`src/rtl/conv_window_feeder16_pkg.sv`:
```
// Shared types and helpers for the float16 conv window feeder.
// State encoding, window geometry functions and float16 constants.
package conv16_pkg;

   typedef enum logic [2:0] {
      ST_IDLE,
      ST_STREAM,
      ST_GAP,
      ST_DRAIN,
      ST_DONE
   } state_t;

   localparam int          WGT_AW    = 7;
   localparam logic [15:0] FP16_ZERO = 16'h0000;
   localparam logic [15:0] FP16_ONE  = 16'h3C00;

   function automatic int taps(input int kr, input int kc);
      return kr * kc;
   endfunction

   function automatic int out_dim(input int img, input int k);
      return img - k + 1;
   endfunction

endpackage

```
`src/rtl/conv_window_feeder16_if.sv`:
```
// Operand/result bus between the window feeder, its RAMs and the PE.
// master = feeder side, slave = RAM/PE side.
interface conv_window_feeder16_if
   import conv16_pkg::*;
#(
   parameter int data_width = 16,
   parameter int addr_width = 10
);

   logic [addr_width-1:0] fmap_addr;
   logic [data_width-1:0] fmap_rdata;
   logic [WGT_AW-1:0]     wgt_addr;
   logic [data_width-1:0] wgt_rdata;
   logic [data_width-1:0] pe_floatA;
   logic [data_width-1:0] pe_floatB;
   logic                  pe_conv_en;
   logic [data_width-1:0] pe_result;
   logic                  pe_out_valid;
   logic                  res_wen;
   logic [addr_width-1:0] res_waddr;
   logic [data_width-1:0] res_wdata;

   modport master (
      output fmap_addr,
      input  fmap_rdata,
      output wgt_addr,
      input  wgt_rdata,
      output pe_floatA,
      output pe_floatB,
      output pe_conv_en,
      input  pe_result,
      input  pe_out_valid,
      output res_wen,
      output res_waddr,
      output res_wdata
   );

   modport slave (
      input  fmap_addr,
      output fmap_rdata,
      input  wgt_addr,
      output wgt_rdata,
      input  pe_floatA,
      input  pe_floatB,
      input  pe_conv_en,
      output pe_result,
      output pe_out_valid,
      input  res_wen,
      input  res_waddr,
      input  res_wdata
   );

endinterface

```
`src/rtl/conv_window_feeder16_addr_gen.sv`:
```
// Window/tap counters and fmap/weight address math.
// Stepped by the feeder FSM; held at zero while clear is high.
module conv_addr_gen16
   import conv16_pkg::*;
#(
   parameter int weight_length = 3,
   parameter int weight_width  = 3,
   parameter int img_w         = 28,
   parameter int img_h         = 28,
   parameter int addr_width    = 10
) (
   input  logic                  clk,
   input  logic                  reset_n,
   input  logic                  clear,
   input  logic                  tap_step,
   input  logic                  win_step,
   output logic [addr_width-1:0] fmap_addr,
   output logic [WGT_AW-1:0]     wgt_addr,
   output logic                  last_tap,
   output logic                  last_win
);

   localparam int OUT_W = out_dim(img_w, weight_width);
   localparam int OUT_H = out_dim(img_h, weight_length);

   localparam logic [WGT_AW-1:0]     KC_M  = WGT_AW'(weight_width - 1);
   localparam logic [WGT_AW-1:0]     KR_M  = WGT_AW'(weight_length - 1);
   localparam logic [WGT_AW-1:0]     KC_A  = WGT_AW'(weight_width);
   localparam logic [addr_width-1:0] COL_M = addr_width'(OUT_W - 1);
   localparam logic [addr_width-1:0] ROW_M = addr_width'(OUT_H - 1);
   localparam logic [addr_width-1:0] IMG_W = addr_width'(img_w);

   logic [WGT_AW-1:0]     kc;
   logic [WGT_AW-1:0]     kr;
   logic [addr_width-1:0] col;
   logic [addr_width-1:0] row;
   logic [addr_width-1:0] pix_row;
   logic [addr_width-1:0] pix_col;

   always_ff @(posedge clk or negedge reset_n) begin
      if (!reset_n) begin
         kc  <= '0;
         kr  <= '0;
         col <= '0;
         row <= '0;
      end else if (clear) begin
         kc  <= '0;
         kr  <= '0;
         col <= '0;
         row <= '0;
      end else begin
         if (tap_step) begin
            if (kc == KC_M) begin
               kc <= '0;
               kr <= (kr == KR_M) ? '0 : kr + WGT_AW'(1);
            end else begin
               kc <= kc + WGT_AW'(1);
            end
         end
         if (win_step) begin
            if (col == COL_M) begin
               col <= '0;
               row <= (row == ROW_M) ? '0 : row + addr_width'(1);
            end else begin
               col <= col + addr_width'(1);
            end
         end
      end
   end

   always_comb begin
      pix_row   = row + addr_width'(kr);
      pix_col   = col + addr_width'(kc);
      fmap_addr = pix_row * IMG_W + pix_col;
      wgt_addr  = kr * KC_A + kc;
      last_tap  = (kc == KC_M) && (kr == KR_M);
      last_win  = (col == COL_M) && (row == ROW_M);
   end

endmodule

```
`src/rtl/conv_window_feeder16.sv`:
```
// Feeds KxK windows of a float16 feature map into the PE, one tap per clk,
// and writes each PE result to the output map.
module conv_window_feeder16
   import conv16_pkg::*;
#(
   parameter int data_width    = 16,
   parameter int weight_length = 3,
   parameter int weight_width  = 3,
   parameter int img_w         = 28,
   parameter int img_h         = 28,
   parameter int addr_width    = 10
) (
   input  logic                      clk,
   input  logic                      reset_n,
   input  logic                      start,
   output logic                      busy,
   output logic                      done,
   conv_window_feeder16_if.master    bus
);

   localparam int OUT_W = out_dim(img_w, weight_width);
   localparam int OUT_H = out_dim(img_h, weight_length);

   localparam logic [addr_width-1:0] N_WIN = addr_width'(OUT_W * OUT_H);

   state_t state;
   state_t state_nx;

   logic                  tap_step;
   logic                  win_step;
   logic                  clear;
   logic                  issue_v;
   logic                  capture;
   logic                  last_tap;
   logic                  last_win;
   logic                  conv_en_q;
   logic                  res_wen_q;
   logic [addr_width-1:0] res_waddr_q;
   logic [data_width-1:0] res_wdata_q;
   logic [addr_width-1:0] res_cnt;

   conv_addr_gen16 #(
      .weight_length (weight_length),
      .weight_width  (weight_width),
      .img_w         (img_w),
      .img_h         (img_h),
      .addr_width    (addr_width)
   ) u_addr_gen (
      .clk       (clk),
      .reset_n   (reset_n),
      .clear     (clear),
      .tap_step  (tap_step),
      .win_step  (win_step),
      .fmap_addr (bus.fmap_addr),
      .wgt_addr  (bus.wgt_addr),
      .last_tap  (last_tap),
      .last_win  (last_win)
   );

   always_ff @(posedge clk or negedge reset_n) begin
      if (!reset_n) begin
         state <= ST_IDLE;
      end else begin
         state <= state_nx;
      end
   end

   always_comb begin
      state_nx = state;
      unique case (state)
         ST_IDLE:   if (start) state_nx = ST_STREAM;
         ST_STREAM: if (last_tap) state_nx = ST_GAP;
         ST_GAP:    state_nx = last_win ? ST_DRAIN : ST_STREAM;
         ST_DRAIN:  if (res_cnt == N_WIN) state_nx = ST_DONE;
         ST_DONE:   state_nx = ST_IDLE;
         default:   state_nx = ST_IDLE;
      endcase
   end

   // Results are only taken while a run is in flight.
   always_comb begin
      issue_v  = 1'b0;
      win_step = 1'b0;
      clear    = 1'b0;
      capture  = 1'b0;
      busy     = 1'b1;
      done     = 1'b0;
      unique case (state)
         ST_IDLE: begin
            clear = 1'b1;
            busy  = 1'b0;
         end
         ST_STREAM: begin
            issue_v = 1'b1;
            capture = bus.pe_out_valid;
         end
         ST_GAP: begin
            win_step = 1'b1;
            capture  = bus.pe_out_valid;
         end
         ST_DRAIN: capture = bus.pe_out_valid;
         ST_DONE:  done = 1'b1;
         default:  busy = 1'b0;
      endcase
      tap_step = issue_v;
   end

   always_ff @(posedge clk or negedge reset_n) begin
      if (!reset_n) begin
         conv_en_q   <= 1'b0;
         res_wen_q   <= 1'b0;
         res_waddr_q <= '0;
         res_wdata_q <= '0;
         res_cnt     <= '0;
      end else begin
         conv_en_q <= issue_v;
         res_wen_q <= capture;
         if (clear) begin
            res_cnt <= '0;
         end else if (capture) begin
            res_waddr_q <= res_cnt;
            res_wdata_q <= bus.pe_result;
            res_cnt     <= res_cnt + addr_width'(1);
         end
      end
   end

   assign bus.pe_floatA  = bus.fmap_rdata;
   assign bus.pe_floatB  = bus.wgt_rdata;
   assign bus.pe_conv_en = conv_en_q;
   assign bus.res_wen    = res_wen_q;
   assign bus.res_waddr  = res_waddr_q;
   assign bus.res_wdata  = res_wdata_q;

endmodule

```
`src/flat_wrapper.sv`:
```
// flat-port wrapper written by rule: the top's interface ports become plain ports
module conv_window_feeder16_flat import conv16_pkg::*;
#(
   parameter int data_width    = 16,
   parameter int weight_length = 3,
   parameter int weight_width  = 3,
   parameter int img_w         = 28,
   parameter int img_h         = 28,
   parameter int addr_width    = 10
)
  (clk, reset_n, start, busy, done, bus_fmap_addr, bus_fmap_rdata, bus_wgt_addr, bus_wgt_rdata, bus_pe_floatA, bus_pe_floatB, bus_pe_conv_en, bus_pe_result, bus_pe_out_valid, bus_res_wen, bus_res_waddr, bus_res_wdata);
  conv_window_feeder16_if #(.data_width(data_width), .addr_width(addr_width)) bus_i ();
  input  logic clk;
  input  logic reset_n;
  input  logic start;
  output logic busy;
  output logic done;
  output wire logic [$bits(bus_i.fmap_addr)-1:0] bus_fmap_addr;
  input wire logic [$bits(bus_i.fmap_rdata)-1:0] bus_fmap_rdata;
  output wire logic [$bits(bus_i.wgt_addr)-1:0] bus_wgt_addr;
  input wire logic [$bits(bus_i.wgt_rdata)-1:0] bus_wgt_rdata;
  output wire logic [$bits(bus_i.pe_floatA)-1:0] bus_pe_floatA;
  output wire logic [$bits(bus_i.pe_floatB)-1:0] bus_pe_floatB;
  output wire logic [$bits(bus_i.pe_conv_en)-1:0] bus_pe_conv_en;
  input wire logic [$bits(bus_i.pe_result)-1:0] bus_pe_result;
  input wire logic [$bits(bus_i.pe_out_valid)-1:0] bus_pe_out_valid;
  output wire logic [$bits(bus_i.res_wen)-1:0] bus_res_wen;
  output wire logic [$bits(bus_i.res_waddr)-1:0] bus_res_waddr;
  output wire logic [$bits(bus_i.res_wdata)-1:0] bus_res_wdata;
  assign bus_fmap_addr = bus_i.fmap_addr;
  assign bus_i.fmap_rdata = bus_fmap_rdata;
  assign bus_wgt_addr = bus_i.wgt_addr;
  assign bus_i.wgt_rdata = bus_wgt_rdata;
  assign bus_pe_floatA = bus_i.pe_floatA;
  assign bus_pe_floatB = bus_i.pe_floatB;
  assign bus_pe_conv_en = bus_i.pe_conv_en;
  assign bus_i.pe_result = bus_pe_result;
  assign bus_i.pe_out_valid = bus_pe_out_valid;
  assign bus_res_wen = bus_i.res_wen;
  assign bus_res_waddr = bus_i.res_waddr;
  assign bus_res_wdata = bus_i.res_wdata;
  conv_window_feeder16 #(.data_width(data_width), .weight_length(weight_length), .weight_width(weight_width), .img_w(img_w), .img_h(img_h), .addr_width(addr_width)) u_core (.clk(clk), .reset_n(reset_n), .start(start), .busy(busy), .done(done), .bus(bus_i));
endmodule
```
`config.mk`:
```
export PLATFORM = sky130hd
export DESIGN_NAME = conv_window_feeder16_flat
export DESIGN_NICKNAME = d
export VERILOG_FILES = /design/src/rtl/conv_window_feeder16_pkg.sv /design/src/rtl/conv_window_feeder16_if.sv /design/src/rtl/conv_window_feeder16_addr_gen.sv /design/src/rtl/conv_window_feeder16.sv /design/src/flat_wrapper.sv
export SDC_FILE = /design/constraint.sdc
export NUM_CORES = 1
export LEC_CHECK = 0
export CAP_MARGIN = 20
export CORE_MARGIN = 4
export CORE_UTILIZATION = 35
export CTS_CLUSTER_DIAMETER = 150
export DETAILED_ROUTE_END_ITERATION = 7
export PLACE_DENSITY = 0.58
export SYNTH_ARGS = -nofsm -noshare
export SYNTH_HDL_FRONTEND = slang
export SYNTH_SLANG_ARGS = --single-unit
```
`constraint.sdc`:
```
create_clock -name clk -period 10.95 [get_ports clk]
set_clock_uncertainty 0.1 [all_clocks]
set_input_delay 2.7375 -clock clk [delete_from_list [all_inputs] [get_ports clk]]
set_output_delay 2.7375 -clock clk [all_outputs]
set_load 0.01 [all_outputs]
```
Yosys cells after proc, flatten, opt, wreduce, memory -nomap -nowiden
Cells that the tools add are included.

word-level totals
  output and inout port bits = 79
  logic and storage cells = 75
  register bits = 75
  input port bits = 52

operators by class
  equality and inequality tests = 12
  multiplexer cells = 27
  bitwise logic cells = 1
  add/subtract/negate cells = 9
  multiply operators = 2
  reduce and logical (&&, ||, !) cells = 14

operators with widths
  cell                                                                     number
  10-bit two-way mux                                                       9
  7-bit two-way mux                                                        7
  10-bit by 1-bit adder with 10-bit output, second input constant          3
  10-bit by 7-bit adder with 10-bit output                                 2
  10-bit by 5-bit == test with 1-bit output, second input constant         2
  7-bit by 1-bit adder with 7-bit output, second input constant            2
  7-bit by 2-bit == test with 1-bit output, second input constant          2
  3-bit case mux with 4 select lines                                       1
  10-bit adder                                                             1
  10-bit == test, second input constant                                    1
  10-bit by 3-bit multiplier with 8-bit output, second input constant      1
  2-bit nonzero test                                                       5
  3-bit two-way mux                                                        3
  7-bit adder                                                              1
  7-bit by 2-bit multiplier with 7-bit output, second input constant       1
  3-bit by 2-bit == test with 1-bit output, second input constant          2
  1-bit two-way mux                                                        6
  2-bit AND reduction                                                      3
  2-bit by 1-bit inequality test with 1-bit output, second input constant  2
  4-bit OR reduction                                                       1
  3-bit by 1-bit == test with 1-bit output, second input constant          1
  3-bit == test, second input constant                                     1
  3-bit zero test                                                          1
  3-bit AND reduction                                                      1
  other kinds (5)                                                          6

Depth between registers and ports, before layout
Gate-level depths: netlist of the first run.

  depth after elaboration = 5
  depth in mapped cells = 18

Hierarchy
A second synthesis of the first run with hierarchy kept.

second synthesis, totals
  cell total of the unflattened synthesis = 592
  area total of the unflattened synthesis = 5,382.7 sq um

modules (own cells, without submodules)
  module                area an instance (sq um)  instances  cells an instance
  conv_addr_gen16       3,377.0                   1          373
  conv_window_feeder16  2,005.7                   1          219

Worst setup path after synthesis of the first run
No wires, ideal clock.

  path kind = flip-flop to output port
  start point = reg u_core.u_addr_gen.kr[0]
  end point = out bus_fmap_addr[9]
  stages on the path, launching flop included = 16
  buffers on the path = 0
  arrival = 4,487 ps
  path slack = 3,625 ps
  required time = 8,113 ps
  path through = dfrtp_1 -> ha_1 -> fa_1 -> xor2_1 -> fa_1 -> ha_1 -> inv_1 -> fa_1 -> xnor2_1 -> fa_1 -> ha_1 -> a21oi_1 -> o21ai_1 -> o31ai_2 -> xnor2_1 -> xnor3_1

on the way
  word-level cells in the longest chain between the ends = 3

RTL lines
  element                                       RTL line                             RTL
  start, declared                               conv_window_feeder16_addr_gen.sv:34  logic [WGT_AW-1:0] kr;
  start signal, assigned                        conv_window_feeder16_addr_gen.sv:55  kr <= (kr == KR_M) ? '0 : kr + WGT_AW'(1);
  10-bit by 7-bit adder with 10-bit output      conv_window_feeder16_addr_gen.sv:72  pix_row = row + addr_width'(kr);
  10-bit by 3-bit multiplier with 8-bit output  conv_window_feeder16_addr_gen.sv:74  fmap_addr = pix_row * IMG_W + pix_col;
  10-bit adder                                  conv_window_feeder16_addr_gen.sv:74
  end, declared                                 flat_wrapper.sv:18                   output wire logic [$bits(bus_i.fmap_addr)-1:0] bus_fmap_addr;

No other way between the ends.

Worst setup path after layout of the first run
Same ends and word-level chain as after synthesis.

==> results.toml, run 1 <==
[power]
peakVddDrop_mv = 0.0876
swShare_pct = 23.9
p_clk_share_pct = 43.6
p_seq_share_pct = 44.6
intPower_uw = 549
comb_power_share_pct = 11.8
leakage_nw = 2.96
power.density_nw_per_um2 = 116
p_sw_uw = 172

[cts]
clk_latency_ns = 0.34
clock_path_buffers = 2
cts_tree = "built"
ctsHtreeMaxLevel = 3
cts_num_sinks = 75
numCtsBuffers = 9
cts_hold_buf = 0
cts_setup_buffers = 0
clk_pin_slew_worst_paths_ns = 0.06
clockRootBuffer = "clkbuf_16"
post_cts_resized = 0

[floorplan]
die_x_microns = 132
rows = 44
start_util_pct = 36.2
io-pin-count = 131
dieArea_sq_um = 17300
core_area_sq_um = 14800
dieHeight_microns = 132

[yosys]
synth_top_area_cell = "dfrtp_1"
async_flop_share_pct = 100
yosys-top-cells-area = "dfrtp_1 35%, ha_1 12%, fa_1 6.0%, mux2_2 5.7%, buf_4 4.6%"
syn_nets = 653
avgSynthCellArea_sq_um = 9.98
synth.distinct_cells = 51
synth-edff-count = 0
ys_seq_elements = 75
synthCells = 535
yosysSeqAreaShare_pct = 35.2
yosys_warnings = 0
synthFlopType = "dfrtp_1"
post-synth-top-area-fraction_pct = 35.2
netlist_area_sq_um = 5340

[finish]
fillers = 1434
layout.nets = 687
fin_area_sq_um = 6240
num_antenna_cells = 0
drive_gt1_share_pct = 10.6
register_area_sq_um = 1880
multi_input_area_sq_um = 3000
area_growth_pct = 16.9
final_util_pct = 42.3

[routing]
finalWirelength_microns = 11400
first_pass_iters = 4
avgViaCountPerCell = 5.12
wl_per_cell_microns = 15.1
vias = 3877
drt_iter0_drc = 112
final_antenna_net_count = 0
drc = 0

[global_route]
globalRouteTotalUtil_pct = 13.5
grt_max_degree = 76
grt-ovfl-total = 0
grt_pass1_vias = 3999
grt_antenna_before_repair = 0
grt_pass1_wl_microns = 19500

[timing]
fmax_mhz = 119
relSlewSlack_pct = 34.4
hold_viol = 0
rsz0062_at_grt = "false"
drv_slew = 0
period_share_pct = 76.9
layout_min_cycle_time_ns = 8.42
worst_pin_slew_ns = 0.983
tns_ns = 0
hold-worst-slack_ns = 0.382
setup_viol = 0

[place]
place.detailed.hpwl_microns = 8520
place_congestion = 0.832
port_buffers = 66
placed_area_sq_um = 5930

[setup_path]
endpoint_kind = "output port"
path_buf_inv = 2
critPathArrivalTime_ns = 5.59
worstPathMaxFanout = 10
cp_data_required_time_ns = 8.11
crit_type = "flop to output port"
cp_slowest_cell = "fa_1"
path_cells = "ha_1, fa_1, xor2_1, fa_1, ha_1, inv_1, fa_1, xnor2_1, fa_1, ha_1, a21oi_1, o21ai_1, o31ai_2, xnor2_1, xnor3_1, clkdlybuf4s50_1"
path_common_cell = "fa_1"
slowest_delay_ns = 0.55
r2r_slack_ns = 8.17
cp_top_family = "adder cells"
start_kind = "flop"

[worst_hold_path]
hp-class = "flop to flop"

[run_status]
run_status = "finished, final reports clean"

[job]
max-cap-violations = 0
-- cell families after synthesis --
kind of cell    synth area share (%)
fa+ha+maj                       17.7
flops                           35.2
mux                             5.69
simple gates                    12.3
buf+inv                         8.69
compound gates                  12.9
xor+xnor                        7.62
-- final cells by class --
| class | instances | area share [%] |
|---|---|---|
| Sequential cell | 75 | 30.1 |
| Clock buffer | 10 | 3.67 |
| Clock inverter | 5 | 1.26 |
| Inverter | 43 | 2.59 |
| Multi-Input combinational cell | 373 | 48.0 |
| Timing Repair Buffer | 67 | 10.7 |
| Tap cell | 184 | 3.69 |
-- per-layer routing --
layer	wire length, microns	up-vias	track usage (%)
li1	-	1885	-
met1	5170	1877	16.9
met2	5320	92	22.2
met3	729	23	4.78
met4	201	0	3.91
met5	0	-	0
-- cell usage in the layout (no fill, tap or decap), drive strengths merged, types with 8 or more instances in the layout --
master / n
xor2: 14
mux2: 27
ha: 50
dfrtp: 75
clkbuf: 10
nor2: 27
fa: 16
inv: 43
a21oi: 30
nand4: 12
o21ai: 43
nand3: 8
a21o: 13
xnor2: 29
clkdlybuf4s50: 65
o31ai: 8
nand2: 37
-- worst reg2reg max path: stages, from the launching register on --
cell and delay (ns):
dfrtp_1 0.62, nor2_1 0.19, nor3b_4 0.67, buf_4 0.39, nand4_2 0.23, or3_1 0.35
a21oi_1 0.16
-- per-stage QoR --
step | worst slack, ns | cells | power (mW)
after floorplan | 3.63 | 535 | 0.372
after global placement | 2.93 | 742 | 0.412
after detailed placement | 2.84 | 742 | 0.412
after CTS | 2.44 | 757 | 0.732
after global routing | 2.16 | 757 | 0.758
final | 2.53 | 757 | 0.721
-- synth_stat cells, types with 2 or more instances --
cell type and n:
dfrtp_1 75, ha_1 50, inv_1 43, nand2_1 36, buf_4 33, a21oi_1 29
o21ai_0 28, xnor2_1 28, mux2_2 27, nor2_1 24, fa_1 16, o21ai_1 14
xor2_1 14, a21o_1 13, buf_2 11, nand4_1 11, nand3_1 8, and3_1 7
nor3_1 5, o21bai_1 5, o31ai_2 5, or3_1 5, nor4_1 4, or2_1 4
a211oi_1 3, nor2_2 3, nor2b_1 3, o31ai_1 3, a31oi_1 2, and2_1 2
nand2b_1 2, nor3b_1 2, o41ai_1 2
-- sequential cells by signal, indices dropped and copies added (netlist names), 3 cells and up --
name and flops:
u_core.state 3, u_core.res_cnt 10, u_core.u_addr_gen.kr 7, u_core.bus.res_wdata 16
u_core.bus.res_waddr 10, u_core.u_addr_gen.col 10, u_core.u_addr_gen.row 10, u_core.u_addr_gen.kc 7
-- power groups by stage --
stage / Sequential, mW / Combinational [mW] / Clock [mW]
finish: 0.322 / 0.0852 / 0.314
global route: 0.326 / 0.0944 / 0.337
CTS: 0.322 / 0.0873 / 0.322
detailed placement: 0.327 / 0.0858 / 0
global placement: 0.327 / 0.0854 / 0
floorplan: 0.329 / 0.0427 / 0
-- path summary, 6_finish.rpt --
kind	start	to	cells after the start
worst max-delay path	u_core.u_addr_gen.kr[0]	bus_fmap_addr[9]	16
worst min-delay path	u_core.u_addr_gen.row[9]	u_core.u_addr_gen.row[9]	1
worst max register to register	u_core.state[0]	u_core.res_cnt[7]	6
worst min register to register	u_core.u_addr_gen.row[9]	u_core.u_addr_gen.row[9]	1
max in group asynchronous	reset_n	u_core.u_addr_gen.kc[1]	1
min in group asynchronous	reset_n	u_core.bus.res_waddr[4]	1
No activity file was read; power rests on OpenSTA's default activity.
==> run 2: changes to the inputs <==
clock period = 8.7 ns   (was 10.95 ns; I/O delays follow)
==> results.toml, run 2 (synthesis results as in run 1) <==
[setup_path]
critical_path.startpoint = "u_core.u_addr_gen.kr[0]"
timing.rr.end = "u_core.res_cnt[7]"
crit_type = "flop to output port"
cp_slowest_cell = "fa_1"
reg2reg_depth = 6
endpoint_kind = "output port"
critPathArrivalTime_ns = 5.60
worstPathMaxFanout = 10
r2r-start = "u_core.state[0]"
path_common_cell = "fa_1"
slowest_delay_ns = 0.55
path_buf_inv = 2
r2r_slack_ns = 5.93
cp_top_family = "adder cells"
path_cells = "ha_1, fa_1, xor2_1, fa_1, ha_1, inv_1, fa_1, xnor2_1, fa_1, ha_1, a21oi_1, o21ai_1, o31ai_2, xnor2_1, xnor3_1, clkdlybuf4s50_1"
start_kind = "flop"
cp_data_required_time_ns = 6.43

[power]
leakage_nw = 2.95
peakVddDrop_mv = 0.0949
p_seq_share_pct = 47.7
comb_power_share_pct = 12.7
intPower_uw = 633
swShare_pct = 25.6
power.density_nw_per_um2 = 137
p_clk_share_pct = 39.6
p_sw_uw = 218
p_total_uw = 851

[cts]
cts_hold_buf = 0
cts_num_sinks = 75
clockRootBuffer = "clkbuf_16"
clock_path_buffers = 2
numCtsBuffers = 9
cts_tree = "built"
clk_latency_ns = 0.34
post_cts_resized = 0
ctsHtreeMaxLevel = 3
clk_pin_slew_worst_paths_ns = 0.06
cts_setup_buffers = 0

[place]
place.detailed.hpwl_microns = 8540
place_congestion = 0.832
dp_cells = 742
port_buffers = 66

[global_route]
grt_pass1_vias = 3929
grt-ovfl-total = 0
grt_antenna_before_repair = 0
globalRouteTotalUtil_pct = 13.3
grt_pass1_wl_microns = 19200
grt_max_degree = 76

[routing]
drc = 0
wl_per_cell_microns = 15.0
avgViaCountPerCell = 5.14
finalWirelength_microns = 11400
first_pass_iters = 4
final_antenna_net_count = 0
drt_iter0_drc = 184
vias = 3898

[worst_hold_path]
worstHoldPathCells = 1
hp-class = "flop to flop"
hold_start = "u_core.u_addr_gen.row[9]"
whs_endpoint = "u_core.u_addr_gen.row[9]"

[job]
max-cap-violations = 0

[floorplan]
core_area_sq_um = 14800
rows = 44
start_util_pct = 36.2
dieArea_sq_um = 17300
dieHeight_microns = 132
io-pin-count = 131
die_x_microns = 132

[finish]
area_growth_pct = 16.4
drive_gt1_share_pct = 10.8
layout.nets = 688
layout_common_cells = "75 x dfrtp_1, 65 x clkdlybuf4s50_1, 50 x ha_1"
final_common_cell = "dfrtp_1"
largest_reg_flops = 16
num_antenna_cells = 0
layout.cells.non_filler = 758
fillers = 1445

[run_status]
run_status = "finished, final reports clean"

[timing]
worst_pin_slew_ns = 0.950
hold_viol = 0
hold-worst-slack_ns = 0.400
layout_min_cycle_time_ns = 7.87
rsz0062_at_grt = "false"
setup_viol = 0
relSlewSlack_pct = 36.6
fmax_mhz = 127
period_share_pct = 90.5
drv_slew = 0
tns_ns = 0
[run 2: cell types whose count changed in the layout (fill, tap and decap cells not counted), sizes merged]
cell,previous run,this run
clkinv,3,4
bufinv,2,0
clkinvlp,0,1
buf,2,3
[run 2: worst max-delay path by stage]
stage | cells after the start | endpoint | slack [ns]
CTS | 16 | bus_fmap_addr[9] | 0.77
finish | 16 | bus_fmap_addr[9] | 0.83
floorplan | 15 | bus_fmap_addr[9] | 1.94
global route | 16 | bus_fmap_addr[9] | 0.51
global placement | 16 | bus_fmap_addr[9] | 1.25
detailed placement | 16 | bus_fmap_addr[9] | 1.15
[run 2: area by class of cell]
cell class	count	area, sq um	area share, %
timing repair buffer	68	686	11.0
inverter	43	161	2.60
sequential	75	1880	30.2
clock buffer	10	229	3.69
multi-input combinational	373	3000	48.3
tap	184	230	3.71
clock inverter	5	31.3	0.504
[run 2: power by group through the flow]
stage	clock network [mW]	logic, mW	registers (mW)
6_report	0.337	0.108	0.406
5_1_grt	0.365	0.119	0.411
4_1_cts	0.348	0.110	0.406
3_5_place_dp	0	0.108	0.411
3_3_place_gp	0	0.108	0.411
2_1_floorplan	0	0.0538	0.414
[run 2: metal layers]
| layer | share of wire, % | wire (microns) | up-vias | GRT usage [%] |
|---|---|---|---|---|
| li1 | - | - | 1891 | - |
| met1 | 47 | 5320 | 1889 | 17.0 |
| met2 | 45 | 5160 | 95 | 21.5 |
| met3 | 6.1 | 696 | 23 | 4.63 |
| met4 | 1.8 | 208 | 0 | 4.08 |
| met5 | 0 | 0 | - | 0 |
[run 2: through the flow]
step	setup WS, ns	utilization (%)	instance area, sq um
final	0.830	42.1	6210
after global routing	0.508	42.1	6210
after CTS	0.775	42.0	6190
after detailed placement	1.15	40.2	5930
after global placement	1.25	40.2	5930
after floorplan	1.94	-	5340
==> run 3: changes to the inputs <==
CORE_ASPECT_RATIO = 1.25   (was default)
CORE_UTILIZATION = 40   (was 35)
CTS_BUF_LIST = sky130_fd_sc_hd__clkbuf_8   (was default)
PLACE_DENSITY = 0.65   (was 0.58)
==> results.toml, run 3 (synthesis results as in run 1) <==
[setup_path]
slowest_delay_ns = 0.57
start_kind = "flop"
endpoint_kind = "output port"
path_cells = "ha_1, fa_1, xor2_1, fa_1, ha_1, inv_1, fa_1, xnor2_1, fa_1, ha_1, a21oi_1, o21ai_1, o31ai_2, xnor2_1, xnor3_1, clkdlybuf4s50_1"
cp_slowest_cell = "fa_1"
worstPathMaxFanout = 10
path_common_cell = "fa_1"
r2r_slack_ns = 6.20
crit_type = "flop to output port"
critPathArrivalTime_ns = 5.65
reg2reg_depth = 8
cp_data_required_time_ns = 6.43

[cts]
clk_latency_ns = 0.36
cts_setup_buffers = 0
ctsHtreeMaxLevel = 3
post_cts_resized = 0
cts_hold_buf = 0
numCtsBuffers = 9
clk_pin_slew_worst_paths_ns = 0.08
cts_num_sinks = 75
clockRootBuffer = "clkbuf_8"
cts_tree = "built"
clock_path_buffers = 2

[timing]
tns_ns = 0
period_share_pct = 91.1
drv_slew = 0
hold_viol = 0
setup_viol = 0
layout_min_cycle_time_ns = 7.93
relSlewSlack_pct = 37.1
worst_pin_slew_ns = 0.943
rsz0062_at_grt = "false"
finalWorstSetupSlack_ns = 0.774
fmax_mhz = 126

[power]
power.density_nw_per_um2 = 124
peakVddDrop_mv = 0.127
swShare_pct = 27.0
leakage_nw = 2.90
comb_power_share_pct = 14.1
intPower_uw = 552
p_total_uw = 756
p_clk_share_pct = 32.5
p_seq_share_pct = 53.4
p_sw_uw = 204

[place]
place_ws_ns = 1.13
dp_cells = 727
place_congestion = 0.817
port_buffers = 66
place.detailed.hpwl_microns = 8520

[finish]
num_antenna_cells = 0
area_growth_pct = 14.2
final_util_pct = 47.3
layout.nets = 688
final_common_cell = "dfrtp_1"
layout_common_cells = "75 x dfrtp_1, 65 x clkdlybuf4s50_1, 50 x ha_1"
layout.cells.non_filler = 743
drive_gt1_share_pct = 11.1
largest_reg_flops = 16

[worst_hold_path]
worstHoldPathCells = 1
hp-class = "flop to flop"

[global_route]
grt-ovfl-total = 0
grt_antenna_before_repair = 0
grt_pass1_vias = 4037
grt_pass1_wl_microns = 19200
globalRouteTotalUtil_pct = 15.4
grt_max_degree = 76

[run_status]
run_status = "finished, final reports clean"

[floorplan]
core_area_sq_um = 12900
die_x_microns = 111
dieHeight_microns = 137
start_util_pct = 41.4
io-pin-count = 131
rows = 46
dieArea_sq_um = 15300

[routing]
wl_per_cell_microns = 14.9
drc = 0
vias = 3849
finalWirelength_microns = 11000
wl_met3_microns = 533
final_antenna_net_count = 0
wl_met2_microns = 5550
avgViaCountPerCell = 5.18
wl_met1_microns = 4790
first_pass_iters = 4
drt_iter0_drc = 194
maxUsedRoutingLayer = "met4"

[job]
max-cap-violations = 0
## run 3: power by group through the flow
stage,sequential [mW],combinational (mW),clock [mW]
6_report,0.404,0.106,0.245
5_1_grt,0.409,0.119,0.271
4_1_cts,0.404,0.109,0.254
3_5_place_dp,0.411,0.108,0
3_3_place_gp,0.410,0.107,0
2_1_floorplan,0.414,0.0538,0
## run 3: path summary, 6_finish.rpt
kind,to,start
max,bus_fmap_addr[9],u_core.u_addr_gen.kr[0]
min,u_core.u_addr_gen.row[9],u_core.u_addr_gen.row[9]
max reg2reg,u_core.u_addr_gen.row[4],u_core.u_addr_gen.col[1]
min reg2reg,u_core.u_addr_gen.row[9],u_core.u_addr_gen.row[9]
max in group asynchronous,u_core.u_addr_gen.kr[4],reset_n
min in group asynchronous,u_core.bus.res_wdata[6],reset_n
## run 3: routing by layer
layer | GRT usage [%] | vias up
li1 | - | 1884
met1 | 18.2 | 1865
met2 | 27.3 | 88
met3 | 3.89 | 12
met4 | 5.21 | 0
met5 | 0 | -
## run 3: through the flow
step           instance area (sq um)  hold WS [ns]
2_1_floorplan                   5340         0.340
3_3_place_gp                    5920         0.364
3_5_place_dp                    5920         0.369
4_1_cts                         6100         0.382
5_1_grt                         6100         0.396
6_report                        6100         0.395
## run 3: worst max-delay path, delay by kind of cell, from the launching register on
family | cells | cell delay [ns]
fa+ha+maj | 7 | 2.70
xor+xnor | 4 | 1.03
buf+inv | 2 | 0.56
flops | 1 | 0.51
compound gates | 3 | 0.49
## run 3: area by class of cell
type | count | area [sq um]
Inverter | 43 | 161
Multi-Input combinational cell | 373 | 3000
Clock inverter | 6 | 41.3
Timing Repair Buffer | 68 | 671
Fill cell | 1246 | 6800
Sequential cell | 75 | 1880
Clock buffer | 10 | 138
Tap cell | 168 | 210
